## src/rtl/mem_lsu_if.sv

```systemverilog
// Data-bus bundle between the memory stage (master) and the data memory fabric (slave).
// Request fields are held by the master until grant; rvalid carries read data or a write acknowledge.
interface mem_lsu_if #(
   parameter int ADDR_W = 32
) ();
   logic              dbus_req_o;
   logic              dbus_we_o;
   logic [3:0]        dbus_be_o;
   logic [ADDR_W-1:0] dbus_addr_o;
   logic [31:0]       dbus_wdata_o;
   logic              dbus_gnt_i;
   logic              dbus_rvalid_i;
   logic [31:0]       dbus_rdata_i;

   modport master (
      output dbus_req_o, dbus_we_o, dbus_be_o, dbus_addr_o, dbus_wdata_o,
      input  dbus_gnt_i, dbus_rvalid_i, dbus_rdata_i
   );

   modport slave (
      input  dbus_req_o, dbus_we_o, dbus_be_o, dbus_addr_o, dbus_wdata_o,
      output dbus_gnt_i, dbus_rvalid_i, dbus_rdata_i
   );
endinterface

```

## src/rtl/mem_lsu.sv

```systemverilog
// Pipelined MEM stage: forwards EX/MEM fields to MEM/WB and runs loads/stores on a req/gnt/rvalid bus.
// Define MEM_LLSC_EN for the LL/SC link register; otherwise LL acts as LW and SC as an always-successful SW.
module mem_lsu #(
   parameter int ADDR_W     = 32,
   parameter bit BIG_ENDIAN = 1'b0
) (
   input  logic        clk,
   input  logic        rst,
   input  logic        in_valid_i,
   input  logic [4:0]  wd_i,
   input  logic        wreg_i,
   input  logic [31:0] wdata_i,
   input  logic        whilo_i,
   input  logic [31:0] hi_i,
   input  logic [31:0] lo_i,
   input  logic [3:0]  mem_op_i,
   input  logic [31:0] mem_addr_i,
   input  logic [31:0] mem_wdata_i,
   output logic        stall_o,
   mem_lsu_if.master   dbus,
   output logic        valid_o,
   output logic [4:0]  wd_o,
   output logic        wreg_o,
   output logic [31:0] wdata_o,
   output logic        whilo_o,
   output logic [31:0] hi_o,
   output logic [31:0] lo_o,
   output logic        exc_adel_o,
   output logic        exc_ades_o,
   output logic [31:0] badvaddr_o
);
   localparam logic [1:0] S_IDLE = 2'd0;
   localparam logic [1:0] S_REQ  = 2'd1;
   localparam logic [1:0] S_WAIT = 2'd2;

   localparam logic [3:0] OP_LB  = 4'd1;
   localparam logic [3:0] OP_LBU = 4'd2;
   localparam logic [3:0] OP_LH  = 4'd3;
   localparam logic [3:0] OP_LHU = 4'd4;
   localparam logic [3:0] OP_LW  = 4'd5;
   localparam logic [3:0] OP_SB  = 4'd6;
   localparam logic [3:0] OP_SH  = 4'd7;
   localparam logic [3:0] OP_SW  = 4'd8;
   localparam logic [3:0] OP_LL  = 4'd9;
   localparam logic [3:0] OP_SC  = 4'd10;

   logic [1:0]        state;
   logic [3:0]        op_q;
   logic [1:0]        lane_q;
   logic [4:0]        p_wd;
   logic              p_wreg;
   logic [31:0]       p_wdata;
   logic              p_whilo;
   logic [31:0]       p_hi;
   logic [31:0]       p_lo;
   logic              req_q;
   logic              we_q;
   logic [3:0]        be_q;
   logic [ADDR_W-1:0] baddr_q;
   logic [31:0]       bwdata_q;

   logic        is_load, is_store, is_byte, is_half, is_word;
   logic        misal, mem_op, sc_fail, issue;
   logic [1:0]  lane;
   logic [3:0]  be;
   logic [31:0] st_data;
   logic [31:0] shifted, load_data;

   always_comb begin
      is_load  = 1'b0;
      is_store = 1'b0;
      is_byte  = 1'b0;
      is_half  = 1'b0;
      is_word  = 1'b0;
      case (mem_op_i)
         OP_LB, OP_LBU: begin is_load  = 1'b1; is_byte = 1'b1; end
         OP_LH, OP_LHU: begin is_load  = 1'b1; is_half = 1'b1; end
         OP_LW, OP_LL:  begin is_load  = 1'b1; is_word = 1'b1; end
         OP_SB:         begin is_store = 1'b1; is_byte = 1'b1; end
         OP_SH:         begin is_store = 1'b1; is_half = 1'b1; end
         OP_SW, OP_SC:  begin is_store = 1'b1; is_word = 1'b1; end
         default: ;
      endcase
      mem_op = is_load | is_store;
      misal  = (is_half & mem_addr_i[0]) | (is_word & (|mem_addr_i[1:0]));
   end

`ifdef MEM_LLSC_EN
   logic        link_q;
   logic [29:0] link_addr_q;
   logic [29:0] word_q;
   assign sc_fail = (mem_op_i == OP_SC) & ~(link_q & (link_addr_q == mem_addr_i[31:2]));
`else
   assign sc_fail = 1'b0;
`endif

   assign issue   = mem_op & ~misal & ~sc_fail;
   assign stall_o = (state != S_IDLE) | (in_valid_i & issue);

   // Lane = byte offset of the access inside the 32-bit bus word; big-endian mirrors it.
   always_comb begin
      if (is_word)
         lane = 2'd0;
      else if (is_half)
         lane = BIG_ENDIAN ? {~mem_addr_i[1], 1'b0} : {mem_addr_i[1], 1'b0};
      else
         lane = BIG_ENDIAN ? ~mem_addr_i[1:0] : mem_addr_i[1:0];
      be      = (is_word ? 4'hF : (is_half ? 4'h3 : 4'h1)) << lane;
      st_data = is_byte ? {4{mem_wdata_i[7:0]}} :
                is_half ? {2{mem_wdata_i[15:0]}} : mem_wdata_i;
   end

   always_comb begin
      shifted = dbus.dbus_rdata_i >> {lane_q, 3'b000};
      case (op_q)
         OP_LB:   load_data = {{24{shifted[7]}}, shifted[7:0]};
         OP_LBU:  load_data = {24'h0, shifted[7:0]};
         OP_LH:   load_data = {{16{shifted[15]}}, shifted[15:0]};
         OP_LHU:  load_data = {16'h0, shifted[15:0]};
         default: load_data = shifted;
      endcase
   end

   always_ff @(posedge clk or negedge rst) begin
      if (!rst) begin
         state      <= S_IDLE;
         op_q       <= 4'd0;
         lane_q     <= 2'd0;
         p_wd       <= 5'd0;
         p_wreg     <= 1'b0;
         p_wdata    <= 32'd0;
         p_whilo    <= 1'b0;
         p_hi       <= 32'd0;
         p_lo       <= 32'd0;
         req_q      <= 1'b0;
         we_q       <= 1'b0;
         be_q       <= 4'd0;
         baddr_q    <= '0;
         bwdata_q   <= 32'd0;
         valid_o    <= 1'b0;
         wd_o       <= 5'd0;
         wreg_o     <= 1'b0;
         wdata_o    <= 32'd0;
         whilo_o    <= 1'b0;
         hi_o       <= 32'd0;
         lo_o       <= 32'd0;
         exc_adel_o <= 1'b0;
         exc_ades_o <= 1'b0;
         badvaddr_o <= 32'd0;
`ifdef MEM_LLSC_EN
         link_q      <= 1'b0;
         link_addr_q <= 30'd0;
         word_q      <= 30'd0;
`endif
      end else begin
         valid_o    <= 1'b0;
         exc_adel_o <= 1'b0;
         exc_ades_o <= 1'b0;
         case (state)
            S_IDLE: begin
               if (in_valid_i && issue) begin
                  op_q     <= mem_op_i;
                  lane_q   <= lane;
                  p_wd     <= wd_i;
                  p_wreg   <= wreg_i;
                  p_wdata  <= wdata_i;
                  p_whilo  <= whilo_i;
                  p_hi     <= hi_i;
                  p_lo     <= lo_i;
                  req_q    <= 1'b1;
                  we_q     <= is_store;
                  be_q     <= be;
                  baddr_q  <= {mem_addr_i[ADDR_W-1:2], 2'b00};
                  bwdata_q <= st_data;
`ifdef MEM_LLSC_EN
                  word_q   <= mem_addr_i[31:2];
`endif
                  state    <= S_REQ;
               end else if (in_valid_i) begin
                  valid_o <= 1'b1;
                  wd_o    <= wd_i;
                  wreg_o  <= wreg_i;
                  wdata_o <= wdata_i;
                  whilo_o <= whilo_i;
                  hi_o    <= hi_i;
                  lo_o    <= lo_i;
                  if (mem_op && misal) begin
                     wreg_o     <= 1'b0;
                     exc_adel_o <= is_load;
                     exc_ades_o <= is_store;
                     badvaddr_o <= mem_addr_i;
                  end else if (mem_op) begin
                     // Failed SC: report 0 to the destination register without touching the bus.
                     wreg_o  <= 1'b1;
                     wdata_o <= 32'd0;
                  end
               end
            end
            S_REQ: begin
               if (dbus.dbus_gnt_i) begin
                  req_q <= 1'b0;
                  state <= S_WAIT;
               end
            end
            S_WAIT: begin
               if (dbus.dbus_rvalid_i) begin
                  state   <= S_IDLE;
                  valid_o <= 1'b1;
                  wd_o    <= p_wd;
                  whilo_o <= p_whilo;
                  hi_o    <= p_hi;
                  lo_o    <= p_lo;
                  if (op_q == OP_SC) begin
                     wreg_o  <= 1'b1;
                     wdata_o <= 32'd1;
                  end else if (we_q) begin
                     wreg_o  <= 1'b0;
                     wdata_o <= p_wdata;
                  end else begin
                     wreg_o  <= p_wreg;
                     wdata_o <= load_data;
                  end
`ifdef MEM_LLSC_EN
                  if (op_q == OP_LL) begin
                     link_q      <= 1'b1;
                     link_addr_q <= word_q;
                  end else if (we_q && (word_q == link_addr_q)) begin
                     link_q <= 1'b0;
                  end
`endif
               end
            end
            default: state <= S_IDLE;
         endcase
      end
   end

   assign dbus.dbus_req_o   = req_q;
   assign dbus.dbus_we_o    = we_q;
   assign dbus.dbus_be_o    = be_q;
   assign dbus.dbus_addr_o  = baddr_q;
   assign dbus.dbus_wdata_o = bwdata_q;
endmodule

```

## src/flat_wrapper.sv

```systemverilog
// flat-port wrapper written by rule: the top's interface ports become plain ports
module mem_lsu_flat 
#(
   parameter int ADDR_W     = 32,
   parameter bit BIG_ENDIAN = 1'b0
)
  (clk, rst, in_valid_i, wd_i, wreg_i, wdata_i, whilo_i, hi_i, lo_i, mem_op_i, mem_addr_i, mem_wdata_i, stall_o, valid_o, wd_o, wreg_o, wdata_o, whilo_o, hi_o, lo_o, exc_adel_o, exc_ades_o, badvaddr_o, dbus_dbus_req_o, dbus_dbus_we_o, dbus_dbus_be_o, dbus_dbus_addr_o, dbus_dbus_wdata_o, dbus_dbus_gnt_i, dbus_dbus_rvalid_i, dbus_dbus_rdata_i);
  mem_lsu_if #(.ADDR_W(ADDR_W)) dbus_i ();
  input  logic clk;
  input  logic rst;
  input  logic in_valid_i;
  input  logic [4:0] wd_i;
  input  logic wreg_i;
  input  logic [31:0] wdata_i;
  input  logic whilo_i;
  input  logic [31:0] hi_i;
  input  logic [31:0] lo_i;
  input  logic [3:0] mem_op_i;
  input  logic [31:0] mem_addr_i;
  input  logic [31:0] mem_wdata_i;
  output logic stall_o;
  output logic valid_o;
  output logic [4:0] wd_o;
  output logic wreg_o;
  output logic [31:0] wdata_o;
  output logic whilo_o;
  output logic [31:0] hi_o;
  output logic [31:0] lo_o;
  output logic exc_adel_o;
  output logic exc_ades_o;
  output logic [31:0] badvaddr_o;
  output wire logic [$bits(dbus_i.dbus_req_o)-1:0] dbus_dbus_req_o;
  output wire logic [$bits(dbus_i.dbus_we_o)-1:0] dbus_dbus_we_o;
  output wire logic [$bits(dbus_i.dbus_be_o)-1:0] dbus_dbus_be_o;
  output wire logic [$bits(dbus_i.dbus_addr_o)-1:0] dbus_dbus_addr_o;
  output wire logic [$bits(dbus_i.dbus_wdata_o)-1:0] dbus_dbus_wdata_o;
  input wire logic [$bits(dbus_i.dbus_gnt_i)-1:0] dbus_dbus_gnt_i;
  input wire logic [$bits(dbus_i.dbus_rvalid_i)-1:0] dbus_dbus_rvalid_i;
  input wire logic [$bits(dbus_i.dbus_rdata_i)-1:0] dbus_dbus_rdata_i;
  assign dbus_dbus_req_o = dbus_i.dbus_req_o;
  assign dbus_dbus_we_o = dbus_i.dbus_we_o;
  assign dbus_dbus_be_o = dbus_i.dbus_be_o;
  assign dbus_dbus_addr_o = dbus_i.dbus_addr_o;
  assign dbus_dbus_wdata_o = dbus_i.dbus_wdata_o;
  assign dbus_i.dbus_gnt_i = dbus_dbus_gnt_i;
  assign dbus_i.dbus_rvalid_i = dbus_dbus_rvalid_i;
  assign dbus_i.dbus_rdata_i = dbus_dbus_rdata_i;
  mem_lsu #(.ADDR_W(ADDR_W), .BIG_ENDIAN(BIG_ENDIAN)) u_core (.clk(clk), .rst(rst), .in_valid_i(in_valid_i), .wd_i(wd_i), .wreg_i(wreg_i), .wdata_i(wdata_i), .whilo_i(whilo_i), .hi_i(hi_i), .lo_i(lo_i), .mem_op_i(mem_op_i), .mem_addr_i(mem_addr_i), .mem_wdata_i(mem_wdata_i), .stall_o(stall_o), .dbus(dbus_i), .valid_o(valid_o), .wd_o(wd_o), .wreg_o(wreg_o), .wdata_o(wdata_o), .whilo_o(whilo_o), .hi_o(hi_o), .lo_o(lo_o), .exc_adel_o(exc_adel_o), .exc_ades_o(exc_ades_o), .badvaddr_o(badvaddr_o));
endmodule
```

## config.mk

```make
export PLATFORM = sky130hd
export DESIGN_NAME = mem_lsu_flat
export DESIGN_NICKNAME = d
export VERILOG_FILES = /design/src/rtl/mem_lsu_if.sv /design/src/rtl/mem_lsu.sv /design/src/flat_wrapper.sv
export SDC_FILE = /design/constraint.sdc
export NUM_CORES = 1
export LEC_CHECK = 0
export BUFFER_PORTS_ARGS = -buffer_cell sky130_fd_sc_hd__buf_2
export CAP_MARGIN = 30
export CORE_UTILIZATION = 45
export DETAILED_ROUTE_END_ITERATION = 12
export PLACE_DENSITY = 0.75
export SETUP_SLACK_MARGIN = 0.4
export SYNTH_ARGS = -nofsm -noshare
export SYNTH_HDL_FRONTEND = slang
export SYNTH_SLANG_ARGS = --single-unit
```

## constraint.sdc

```tcl
create_clock -name clk -period 4.6 [get_ports clk]
set_input_delay 0 -clock clk [delete_from_list [all_inputs] [get_ports clk]]
set_output_delay 0 -clock clk [all_outputs]
set_load 0.05 [all_outputs]
```

==> impl_metrics.py <==
metrics = {
    "yosys": {
        "syn_area_sq_um": 15100,
        "synth_commonest_cells": "317 x dfrtp_1, 234 x nand2_1, 184 x mux2_2",
        "synthTopCellsByArea": "dfrtp_1 53%, mux2_2 14%, nand2_1 5.8%",
        "synth.distinct_cells": 62,
        "synth_top_cell_area_share_pct": 52.6,
        "synthArstFlopShare_pct": 100,
        "yosysMostFrequentCell": "dfrtp_1",
        "yosysTopAreaCell": "dfrtp_1",
        "ys_seq_area_share_pct": 52.6,
        "synth.avg_cell_area_sq_um": 12.2,
        "ys_warn_count": 0,
        "synth_flop_cell": "dfrtp_1",
        "netlist_instances": 1232,
        "synth_edf_count": 0,
        "synth.ff_latch_count": 317,
    },
    "routing": {
        "drt-initial-drc-count": 659,
        "route.detailed.drc": 0,
        "vias": 12200,
        "drt-total-wl_um": 44800,
        "avgRoutedWirePerCell_um": 19.7,
        "via_per_inst": 5.39,
        "ant_nets": 0,
        "firstDrtPassIters": 5,
    },
    "placed_design": {
        "routabilityCongestion": 0.849,
        "portBuffers": 414,
        "dp_hpwl_um": 28300,
        "pre_cts_slack_ns": 1.70,
    },
    "die": {
        "dieHeight_um": 185,
        "io_pins": 417,
        "core-area_sq_um": 32800,
        "rows": 66,
        "initial_core_util_pct": 46.0,
        "die_x_um": 185,
        "fp.dieArea_sq_um": 34300,
    },
    "worst_setup_path": {
        "end_kind": "register",
        "r2r_cells": 7,
        "cp.required_ns": 5.05,
        "path_class": "reg2reg",
        "start_kind": "register",
        "cp_data_arrival_time_ns": 3.74,
        "reg2reg_slack_ns": 1.31,
        "r2r_end": "u_core.dbus.dbus_wdata_o[8]",
        "r2r-start": "u_core.state[1]",
        "worstPathMaxFanout": 74,
    },
    "layout": {
        "layout-drive-gt1-share_pct": 41.2,
        "nets": 2005,
        "areaGrowthSynthToFinish_pct": 36.5,
    },
    "timing": {
        "max_freq_mhz": 304,
        "fin_ws_ns": 1.31,
        "final_max_slew_viol_count": 0,
        "finalSetupViolCount": 0,
        "maxSlewHeadroom_pct": 36.8,
        "post-route-period-util_pct": 71.5,
        "hold_slack_ns": 0.0355,
        "fin_tns_setup_ns": 0,
        "finalHoldViolCount": 0,
        "period_needed_ns": 3.29,
        "worstMarginPinSlew_ns": 0.949,
        "rsz0062_at_grt": "no",
        "fin_worst_skew_ns": 0.0130,
    },
    "cts": {
        "cts.clk_slew.worst_paths_ns": 0.06,
        "cts_tree": "yes",
        "clk_latency_ns": 0.52,
        "cts_buffers": 36,
        "cts.sinks": 317,
        "cts-root-buf": "clkbuf_16",
        "clk_path_buf_depth": 3,
        "ctsResizeCount": 0,
        "htreeDepth": 2,
    },
    "global_route": {
        "grt_max_degree": 159,
        "grt_busiest_layer": "met2",
        "grt_overflow": 0,
        "grtUsageMet2_pct": 43.1,
        "grt_pass1_wl_um": 69700,
        "grtUsageMet1_pct": 31.5,
        "grt_usage_pct": 26.0,
        "antenna_found_initial": 1,
        "use_met3_pct": 5.94,
        "first_global_vias": 13000,
    },
    "pwr": {
        "power.density_nw_per_um2": 714,
        "ir_drop_uv": 522,
        "pwr-share-seq_pct": 32.3,
        "internal_power_mw": 8.15,
        "p_switching_mw": 6.56,
        "p_comb_share_pct": 46.4,
        "p_leak_nw": 9.68,
        "clkPwrFrac_pct": 21.3,
        "swShare_pct": 44.6,
    },
    "min_path": {
        "min-delay-path-class": "in2reg",
        "worst_hold_path.endpoint": "u_core.wdata_o[26]",
        "hold_depth": 4,
        "min-delay-start": "dbus_dbus_rdata_i[26]",
    },
    "run_status": {
        "status": "complete, no violations",
    },
    "run": {
        "maxCapViolCount": 0,
    },
}
==> per-stage QoR <==
stage | cells | power (mW) | cell area [sq um] | util, %
after global routing | 2266 | 15.3 | 20600 | 62.8
after CTS | 2264 | 14.7 | 20600 | 62.7
final | 2268 | 14.7 | 20600 | 62.8
after floorplan | 1233 | 9.71 | 15100 | -
after detailed placement | 2018 | 11.4 | 17400 | 53.2
after global placement | 2014 | 11.2 | 17400 | 53.0
==> cells by family (layout without fill, tap and decap cells) <==
logic type | Yosys count | in the layout | synth area share, %
AO/OA/AOI/OAI | 142 | 142 | 7.28
XOR/XNOR | 1 | 1 | 0.0581
buffers and inverters | 95 | 685 | 3.92
flip-flops | 317 | 317 | 52.6
multiplexers | 333 | 333 | 26.0
other | 1 | 5 | 0.0249
AND/OR/NAND/NOR | 343 | 343 | 10.1
==> how the worst max path moves through the flow <==
stage / startpoint / end / slack (ns) / cells after the start
after floorplan: u_core.dbus.dbus_we_o / u_core.wdata_o[27] / 2.44 / 6
after global placement: u_core.lane_q[1] / u_core.wdata_o[21] / 1.63 / 5
after detailed placement: u_core.state[1] / u_core.p_hi[6] / 1.70 / 5
after CTS: u_core.state[1] / u_core.dbus.dbus_wdata_o[15] / 1.36 / 7
after global routing: u_core.state[1] / u_core.dbus.dbus_wdata_o[8] / 1.12 / 7
final: u_core.state[1] / u_core.dbus.dbus_wdata_o[8] / 1.31 / 7
==> routing by layer <==
metal  wire length, um  part of all wire [%]  vias up
met4              2350                   5.3        0
met1             17700                    40     6068
li1                  -                     -     5466
met3              2870                   6.4      157
met2             21800                    49      527
met5                 0                     0        -
==> worst max-delay path, cell delays in order, from the launching register on <==
cell and delay [ns]:
dfrtp_1 0.45, nor3b_1 0.60, inv_1 0.18, a31oi_4 0.74
buf_12 0.40, nor2_1 0.10, a31oi_1 0.14, dlygate4sd3_1 0.56
==> timing repair <==
item                                   CTS  global route
endpoints found under the hold margin  624             0
hold buffers                           182             0
buffers inserted                         0             0
==> layout by cell type, fill, tap and decap left out, types with 8 or more instances in the layout <==
cell type	netlist	routed
mux2_1	53	53
a21oi_1	16	16
o21ai_0	16	16
a221o_1	15	15
a31oi_1	22	21
dlygate4sd3_1	0	182
mux2_2	184	184
mux2i_1	38	38
nor2b_1	23	22
buf_4	20	8
o211ai_1	8	8
nor2_1	29	29
nand2_1	234	234
buf_2	31	413
o2111ai_1	8	8
a32o_1	16	16
nand2b_1	32	31
mux2_4	58	58
clkbuf_16	0	38
dfrtp_1	317	317
==> power groups by stage <==
stage	Sequential, mW	Combinational [mW]	Clock [mW]
6_report	4.75	6.82	3.14
5_1_grt	4.90	7.13	3.31
4_1_cts	4.74	6.75	3.20
3_5_place_dp	4.76	6.59	0
3_3_place_gp	4.69	6.49	0
2_1_floorplan	7.52	2.20	0
==> flip-flops by register name, indices dropped and copies added (netlist names), 2 cells and up <==
signal	flops
u_core.dbus.dbus_addr_o	30
u_core.hi_o	32
u_core.dbus.dbus_wdata_o	32
u_core.dbus.dbus_be_o	4
u_core.badvaddr_o	32
u_core.wd_o	5
u_core.p_wd	5
u_core.wdata_o	32
u_core.lane_q	2
u_core.p_hi	32
u_core.state	2
u_core.p_wdata	32
u_core.lo_o	32
u_core.p_lo	32
u_core.op_q	4
==> final cells by class <==
type                       count  area (sq um)
tap                          442           553
clock buffer                  50          1060
sequential                   317          7930
timing repair buffer         614          4160
fill                        2452         12200
inverter                       7          26.3
clock inverter                14           245
antenna                        3          7.51
multi-input combinational    821          6610
Note: power is estimated with default switching activity, not from simulation.
